--- config.mk ---
export PLATFORM = sky130hd
export DESIGN_NAME = imem_arbiter
export DESIGN_NICKNAME = d
export VERILOG_FILES = /design/src/rtl/mips_pkg.sv /design/src/rtl/imem_rsp_slot.sv /design/src/rtl/imem_arbiter.sv
export SDC_FILE = /design/constraint.sdc
export NUM_CORES = 1
export LEC_CHECK = 0
export ABC_CLOCK_PERIOD_IN_PS = 2390
export CAP_MARGIN = 20
export CORE_MARGIN = 5
export CORE_UTILIZATION = 42
export DETAILED_ROUTE_END_ITERATION = 8
export PLACE_DENSITY = 0.82
export SYNTH_ARGS = -nofsm -noshare
export SYNTH_HDL_FRONTEND = slang
export SYNTH_SLANG_ARGS = --single-unit
--- constraint.sdc ---
create_clock -name clk -period 2.39 [get_ports clk]
set_input_delay 0.3585 -clock clk [delete_from_list [all_inputs] [get_ports clk]]
set_output_delay 0.3585 -clock clk [all_outputs]
set_load 0.01 [all_outputs]
--- src/rtl/mips_pkg.sv ---
`default_nettype none
// ============================================================================
// Module      : mips_pkg
// Description : Shared instruction-memory widths, requester port indices and
//               the one-hot grant encoding used by the imem arbiter.
// Revision    : 1.0 - initial release
// ============================================================================
package mips_pkg;

  localparam int IMEM_ADDR_W = 6;
  localparam int IMEM_DATA_W = 32;

  // Requester indices into the per-port vectors
  localparam int PORT_FETCH = 0;
  localparam int PORT_DBG   = 1;

  // One-hot grant: bit PORT_FETCH / PORT_DBG set for the winning port
  typedef enum logic [1:0] {
    GNT_NONE  = 2'b00,
    GNT_FETCH = 2'b01,
    GNT_DBG   = 2'b10
  } gnt_e;

endpackage
`default_nettype wire

--- src/rtl/imem_rsp_slot.sv ---
`default_nettype none
// ============================================================================
// Module      : imem_rsp_slot
// Description : One-entry registered response holder with valid/ready.
//               A load on the same edge as a consumer handshake replaces the
//               data and keeps valid high, giving one read per cycle.
// Revision    : 1.0 - initial release
// ============================================================================
module imem_rsp_slot #(
  parameter int DATA_W = 32
) (
  input  logic              clk,
  input  logic              rst_n,
  input  logic              load_i,
  input  logic [DATA_W-1:0] data_i,
  input  logic              ready_i,
  output logic              valid_o,
  output logic [DATA_W-1:0] data_o,
  output logic              free_o
);

  logic              valid_q, valid_d;
  logic [DATA_W-1:0] data_q, data_d;

  // Slot can take a new grant if empty or being drained this cycle
  assign free_o  = !valid_q || ready_i;
  assign valid_o = valid_q;
  assign data_o  = data_q;

  // Next state: new load wins over drain; drain alone empties the slot
  always_comb begin
    valid_d = valid_q;
    data_d  = data_q;
    if (load_i) begin
      valid_d = 1'b1;
      data_d  = data_i;
    end else if (ready_i) begin
      valid_d = 1'b0;
    end
  end

  // Response register, cleared asynchronously so pending data is discarded
  always_ff @(posedge clk or negedge rst_n) begin
    if (!rst_n) begin
      valid_q <= 1'b0;
      data_q  <= '0;
    end else begin
      valid_q <= valid_d;
      data_q  <= data_d;
    end
  end

endmodule
`default_nettype wire

--- src/rtl/imem_arbiter.sv ---
`default_nettype none
// ============================================================================
// Module      : imem_arbiter
// Description : Shares one combinational instruction-memory read port between
//               CPU fetch (port 0) and debug readback (port 1). Grant is
//               combinational, data is registered into a per-port slot.
// Revision    : 1.0 - initial release
// ============================================================================
module imem_arbiter
  import mips_pkg::*;
#(
  parameter int ADDR_W   = IMEM_ADDR_W,
  parameter int DATA_W   = IMEM_DATA_W,
  parameter int RR_MODE  = 0,
  parameter int MAX_WAIT = 4
) (
  input  logic              clk,
  input  logic              rst_n,
  input  logic              req0_valid,
  input  logic [ADDR_W-1:0] req0_addr,
  output logic              req0_ready,
  output logic              rsp0_valid,
  output logic [DATA_W-1:0] rsp0_data,
  input  logic              rsp0_ready,
  input  logic              req1_valid,
  input  logic [ADDR_W-1:0] req1_addr,
  output logic              req1_ready,
  output logic              rsp1_valid,
  output logic [DATA_W-1:0] rsp1_data,
  input  logic              rsp1_ready,
  output logic [ADDR_W-1:0] mem_addr,
  input  logic [DATA_W-1:0] mem_data
);

  logic [1:0]        w_req_valid;
  logic [1:0]        w_slot_free;
  logic [1:0]        w_elig;
  logic              w_tie_dbg;
  gnt_e              w_gnt;
  logic [ADDR_W-1:0] last_addr_q, last_addr_d;

  assign w_req_valid = {req1_valid, req0_valid};

  // No grants while reset is held, so mem_addr shows the cleared last_addr
  assign w_elig = rst_n ? (w_req_valid & w_slot_free) : 2'b00;

  // Single grant per cycle; ties resolved by the mode-specific policy below
  always_comb begin
    w_gnt = GNT_NONE;
    case (w_elig)
      2'b01:   w_gnt = GNT_FETCH;
      2'b10:   w_gnt = GNT_DBG;
      2'b11:   w_gnt = w_tie_dbg ? GNT_DBG : GNT_FETCH;
      default: w_gnt = GNT_NONE;
    endcase
  end

  assign req0_ready = w_gnt[PORT_FETCH];
  assign req1_ready = w_gnt[PORT_DBG];

  // Memory address follows the winner, otherwise parks on the last address
  always_comb begin
    mem_addr = last_addr_q;
    case (w_gnt)
      GNT_FETCH: mem_addr = req0_addr;
      GNT_DBG:   mem_addr = req1_addr;
      default:   mem_addr = last_addr_q;
    endcase
  end

  assign last_addr_d = mem_addr;

  // Remember the most recently granted address
  always_ff @(posedge clk or negedge rst_n) begin
    if (!rst_n) begin
      last_addr_q <= '0;
    end else begin
      last_addr_q <= last_addr_d;
    end
  end

  generate
    if (RR_MODE != 0) begin : g_rr
      logic rr_ptr_q, rr_ptr_d;

      // Pointer flips to the other port after every grant
      always_comb begin
        rr_ptr_d = rr_ptr_q;
        if (w_gnt == GNT_FETCH) begin
          rr_ptr_d = 1'b1;
        end else if (w_gnt == GNT_DBG) begin
          rr_ptr_d = 1'b0;
        end
      end

      // Round-robin pointer register, port 0 preferred out of reset
      always_ff @(posedge clk or negedge rst_n) begin
        if (!rst_n) begin
          rr_ptr_q <= 1'b0;
        end else begin
          rr_ptr_q <= rr_ptr_d;
        end
      end

      assign w_tie_dbg = rr_ptr_q;
    end else begin : g_fp
      localparam int                WAIT_W   = $clog2(MAX_WAIT + 1);
      localparam logic [WAIT_W-1:0] WAIT_MAX = WAIT_W'(MAX_WAIT);

      logic [WAIT_W-1:0] wait_cnt_q, wait_cnt_d;

      // Count cycles the debug port is eligible but loses; saturate at limit
      always_comb begin
        wait_cnt_d = wait_cnt_q;
        if (!req1_valid || (w_gnt == GNT_DBG)) begin
          wait_cnt_d = '0;
        end else if (w_elig[PORT_DBG] && (wait_cnt_q != WAIT_MAX)) begin
          wait_cnt_d = wait_cnt_q + 1'b1;
        end
      end

      // Starvation counter register
      always_ff @(posedge clk or negedge rst_n) begin
        if (!rst_n) begin
          wait_cnt_q <= '0;
        end else begin
          wait_cnt_q <= wait_cnt_d;
        end
      end

      assign w_tie_dbg = (wait_cnt_q == WAIT_MAX);
    end
  endgenerate

  imem_rsp_slot #(
    .DATA_W (DATA_W)
  ) u_slot_fetch (
    .clk     (clk),
    .rst_n   (rst_n),
    .load_i  (w_gnt == GNT_FETCH),
    .data_i  (mem_data),
    .ready_i (rsp0_ready),
    .valid_o (rsp0_valid),
    .data_o  (rsp0_data),
    .free_o  (w_slot_free[PORT_FETCH])
  );

  imem_rsp_slot #(
    .DATA_W (DATA_W)
  ) u_slot_dbg (
    .clk     (clk),
    .rst_n   (rst_n),
    .load_i  (w_gnt == GNT_DBG),
    .data_i  (mem_data),
    .ready_i (rsp1_ready),
    .valid_o (rsp1_valid),
    .data_o  (rsp1_data),
    .free_o  (w_slot_free[PORT_DBG])
  );

endmodule
`default_nettype wire
==> results of run 1 <==
area by class of cell:
class	instances	area (sq um)	share of cell area (%)
clock buffer	10	137.6	2.892
clock inverter	5	53.80	1.130
inverter	3	11.26	0.2366
multi-input combinational	112	1175	24.68
sequential	75	1877	39.43
tap	96	120.1	2.524
timing repair buffer	146	1385	29.10
synthesized netlist by cell type:
library cell,count
buf_1,1
a31oi_1,1
nor2b_4,1
nor2b_1,1
nor4_1,1
ha_1,4
and3_1,1
nor2_1,1
a21oi_1,2
and2_1,2
o21ai_0,7
o41ai_1,1
a21boi_1,1
buf_2,5
buf_4,3
o311a_1,1
nand2_1,9
nand2b_1,3
a22oi_1,6
a41o_1,1
or4_1,1
nand3_1,1
dfrtp_1,75
mux2_2,64
inv_1,2
or2b_2,1
o21a_1,1
o21ai_1,1
clkinv_1,1
critical path: stages, from the launching register on:
cell,delay (ps)
dfrtp_1,380
inv_1,90
ha_4,170
and2_4,160
o21ai_2,80
ha_4,350
nand2_1,90
o21ai_1,100
buf_2,160
logic make-up after synthesis:
family / Yosys count / synth area share, %
AO/OA/AOI/OAI: 22 / 4.874
buffers and inverters: 12 / 2.101
flip-flops: 75 / 63.03
adder cells (fa/ha/maj): 4 / 1.681
AND/OR/NAND/NOR: 22 / 4.118
multiplexers: 64 / 24.20
registers in the layout, indices dropped and copies added, names as in the netlist:
| signal | count |
|---|---|
| u_slot_fetch.data_o | 32 |
| last_addr_q | 6 |
| u_slot_fetch.valid_o | 1 |
| g_fp.wait_cnt_q | 3 |
| u_slot_dbg.valid_o | 1 |
| u_slot_dbg.data_o | 32 |
final timing paths:
check	to	depth (start not counted)	startpoint	slack, ps
max in group asynchronous	u_slot_fetch.data_o[7]	3	rst_n	1620
worst min-delay path	u_slot_dbg.valid_o	2	rst_n	210
min in group clk	u_slot_fetch.valid_o	3	rsp0_ready	340
worst max register to register	g_fp.wait_cnt_q[1]	10	g_fp.wait_cnt_q[1]	220
worst max-delay path	mem_addr[4]	8	g_fp.wait_cnt_q[1]	120
worst min register to register	last_addr_q[0]	2	last_addr_q[0]	480
report_power, final:
group          total, mW  leakage [nW]  switching (mW)  internal, mW
logic               1.23          1.02           0.455         0.775
registers           1.68         0.901           0.136          1.54
clock network      0.944         0.102           0.442         0.501
cell usage in the layout (no fill, tap or decap), drive strengths merged, types with 3 or more instances in the layout:
| cell | netlist | final |
|---|---|---|
| mux2 | 64 | 64 |
| clkbuf | 0 | 10 |
| nand2b | 3 | 3 |
| o21ai | 8 | 8 |
| clkinv | 1 | 5 |
| a22oi | 6 | 6 |
| buf | 9 | 29 |
| dfrtp | 75 | 75 |
| clkdlybuf4s50 | 0 | 113 |
| ha | 4 | 4 |
| nand2 | 9 | 9 |
metal layers:
metal | vias to the layer above | track usage [%] | wire, um
li1 | 1006 | - | -
met1 | 1039 | 21.74 | 3021
met2 | 92 | 29.08 | 3415
met3 | 13 | 6.731 | 761
met4 | 0 | 7.220 | 137
met5 | - | 0 | 0
what timing repair did:
action	CTS	global route
pin swaps	6	7
hold buffers	1	0
resized for setup	39	20
endpoints found under the setup margin	6	9
endpoints found under the hold margin	18	0
buffers inserted	4	2
cloned	0	0
through the flow:
stage                     utilization, %  instance area (sq um)  std cells  total power [mW]  setup TNS, ps
after floorplan                        -                   2978        199             2.140              0
after global placement             64.52                   4408        426             2.879          -8907
after detailed placement           64.52                   4408        426             2.918         -12050
after CTS                          68.39                   4672        446             3.884         -22.30
after global routing               69.67                   4760        447             4.067         -14.74
final                              69.67                   4760        447             3.851              0
==> results.cfg, run 1 <==
[cells_and_area]
fillers = 504
diodes = 0
areaGrowthSynthToFinish_pct = 59.83
drive_gt1_share_pct = 37.32
nets = 401

[timing]
worst_hold_slack_ps = 207.2
setup-violations-final = 0
slew_viol_final = 0
fin_ws_ps = 117.7
slew-limit-headroom_pct = 55.27
skew_ps = 7.772
worst_pin_slew_ps = 670.9
fin_crit_ps = 2272
finalHoldViolCount = 0
period_share_pct = 95.08
max_freq_ghz = 0.4401

[outcome]
status = finished, final reports clean

[critical_path]
worstPathMaxFanout = 12
crit_path_start_kind = flip-flop
path_class = flip-flop to primary output
critPathArrivalTime_ps = 1910
cp-end-kind = primary output
cp.required_ps = 2030

[global_route]
grt_pass1_wl_um = 12370
grt_usage_pct = 18.02
grt_pass1_vias = 2492
grt_max_degree = 55
antenna_found_initial = 0
grt_remaining_overflow = 0

[logic_synthesis]
syn-num-nets = 253
yosys.area.top_type = dfrtp_1
synth_area_leaders = dfrtp_1, mux2_2, ha_1, a22oi_1, o21ai_0
netlist_area_sq_mm = 0.002978
synthDistinctLibCells = 29
synth_area_per_cell_sq_um = 14.96
yosysTopAreaCellShare_pct = 63.03
yosysSeqAreaShare_pct = 63.03
ys_ff_latch = 75
netlist_instances = 199
yosys_warnings = 0

[power]
ir_drop_v = 0.0004805
power_density_mw_per_mm2 = 809.1
p_leak_nw = 2.020

[routing]
drt_wl_total_um = 7335
num_vias = 2150
avgViaCountPerCell = 4.810
drcViolationCount = 0
first_iter_violations = 62
drtAntennaViolNets = 0
wl_per_cell_um = 16.41
dr.pass1.iters = 4

[floorplanning]
die_y_um = 94.20
core_sq_mm = 0.006832
initial_core_util_pct = 43.59
num_rows = 30
die_x_um = 94.20
io_pins = 124
die_area_sq_mm = 0.008874

[worst_hold_path]
hold_path_class = input port to async pin

[place]
hpwl_um = 5258
globalplace.congestion = 0.7321
io_buffers = 123
dp_slack_ps = -516.1

[clocking]
htree_levels = 3
clockBufferDepth = 2
clk_latency_ps = 340
clock-sinks = 75
cts_buffers = 9
clk_pin_slew_ps = 70
cts_tree = built
cts_root_buf = clkbuf_8

[flow_run]
cap_violations = 0
(Power assumes the default switching activity.)
==> inputs of run 2 (changes only) <==
ABC_CLOCK_PERIOD_IN_PS = not set   (was 2390)
CTS_CLUSTER_DIAMETER = 150   (was not set)
==> results of run 2 <==
Same layout as run 1: the final DEF is identical, and so are final timing and power.
==> inputs of run 3 (changes only) <==
CORE_MARGIN = 2   (was 5)
==> run 3 against run 2 <==
Against the previous run:
- sequential share of layout area shrank 1.4 points
- core utilization grew 2.5 points
- via count grew 5.6%
- setup slack lost 120 ps
- clock skew is essentially flat
- sequential cell count is the same
- non-clock buffer count grew 13
- sequential power is essentially flat
- critical path depth is the same
- design area grew 3.6%
- global-route usage grew 0.067 points
- largest power group unchanged
==> results.cfg, run 3 (synthesis gave the netlist of run 1 again) <==
[place]
globalplace.congestion = 0.8194
placed_area_sq_mm = 0.004400
io_buffers = 123
hpwl_um = 4644
dp_cells = 425
dp_slack_ps = -457.3

[clocking]
clk_latency_ps = 340
clock-sinks = 75
cts_root_buf = clkbuf_8
cts_buffers = 9
cts_tree = built
htree_levels = 3
clockBufferDepth = 2
clk_pin_slew_ps = 80

[timing]
fin_crit_ps = 2389
rsz0062_at_grt = yes
skew_ps = 8.072
slew-limit-headroom_pct = 69.32
finalSetupTns_ps = 0
max_freq_ghz = 0.4185
slew_viol_final = 0
period_share_pct = 99.97
setup-violations-final = 0
worst_hold_slack_ps = 116.7
worst_pin_slew_ps = 460.2
finalHoldViolCount = 0
fin_ws_ps = 0.6022

[cells_and_area]
areaGrowthSynthToFinish_pct = 65.63
final_common_cell = clkdlybuf4s50_1
final_cell_mix = clkdlybuf4s50_1, dfrtp_1, mux2_2
drive_gt1_share_pct = 40.27
multi_input_area_sq_mm = 0.001197
regArea_sq_mm = 0.001877
finalNonFillerCells = 461
postLayoutCellArea_sq_mm = 0.004932
nets = 414
fillers = 490
utilization_pct = 72.20
diodes = 0

[power]
ir_drop_v = 0.0005385
sw_frac_of_total_pct = 25.70
p_seq_share_pct = 40.8
p_leak_nw = 2.108
internal_power_mw = 3.046
comb_power_share_pct = 31.0
p_sw_mw = 1.054
power_density_mw_per_mm2 = 831.3
finalPower_mw = 4.100
p_clk_share_pct = 28.2

[global_route]
grt_pass1_wl_um = 10830
grt_remaining_overflow = 0
grt_usage_pct = 18.08
grt_pass1_vias = 2392
antenna_found_initial = 0
grt_max_degree = 39

[routing]
wl_per_cell_um = 15.67
dr.pass1.iters = 4
avgViaCountPerCell = 4.924
drtAntennaViolNets = 0
first_iter_violations = 39
drcViolationCount = 0
drt_wl_total_um = 7222
num_vias = 2270

[floorplanning]
die_x_um = 88.20
initial_core_util_pct = 43.59
die_area_sq_mm = 0.007779
num_rows = 30
io_pins = 124
core_sq_mm = 0.006832
die_y_um = 88.20

[critical_path]
worstPathMaxFanout = 6
critPathArrivalTime_ps = 2030
cp-end-kind = primary output
cp.required_ps = 2030
path_class = flip-flop to primary output
crit_path_start_kind = flip-flop

[outcome]
status = finished, final reports clean

[worst_hold_path]
hold_path_class = input port to async pin

[flow_run]
cap_violations = 0
run 3: worst paths after layout:
kind	from	endpoint	slack [ps]	depth (start not counted)
max	g_fp.wait_cnt_q[0]	mem_addr[5]	0.6	8
min	rst_n	last_addr_q[3]	120	2
max reg2reg	g_fp.wait_cnt_q[0]	last_addr_q[5]	40	14
min reg2reg	last_addr_q[0]	last_addr_q[0]	490	2
max in group asynchronous	rst_n	g_fp.wait_cnt_q[0]	1850	2
min in group clk	rsp0_ready	u_slot_fetch.valid_o	320	3
run 3: layer usage:
metal / part of all wire, % / track usage, %
met2: 51 / 29.87
met3: 8.7 / 7.163
met5: 0 / 0
met4: 1.5 / 7.300
met1: 39 / 21.13
run 3: cell type report:
cell class	instances	area share (%)
Sequential cell	75	38.05
Timing Repair Buffer	159	30.14
Multi-Input combinational cell	112	24.28
Clock buffer	10	2.588
Tap cell	96	2.435
Clock inverter	6	2.283
Inverter	3	0.2283
run 3: power groups by stage:
stage	clock, mW	combinational [mW]	sequential (mW)
after global placement	0	1.18	1.69
after floorplan	0	0.324	1.82
after global routing	1.24	1.36	1.71
final	1.16	1.27	1.67
after detailed placement	0	1.20	1.70
after CTS	1.18	1.24	1.68
run 3: repair_timing:
item                                   CTS  global route
pin swaps                                8            11
setup endpoints to repair                6             8
setup buffers                           15             6
endpoints found under the hold margin    2             0
gates cloned                             0             0
hold buffers                             1             0
resized for setup                       44            23
run 3: critical path: stages (launching register included):
cell and delay (ps):
dfrtp_1 390, inv_2 70, ha_4 170, and2_4 180, a21oi_4 180, ha_4 250, buf_6 140, o21ai_2 160
buf_2 160
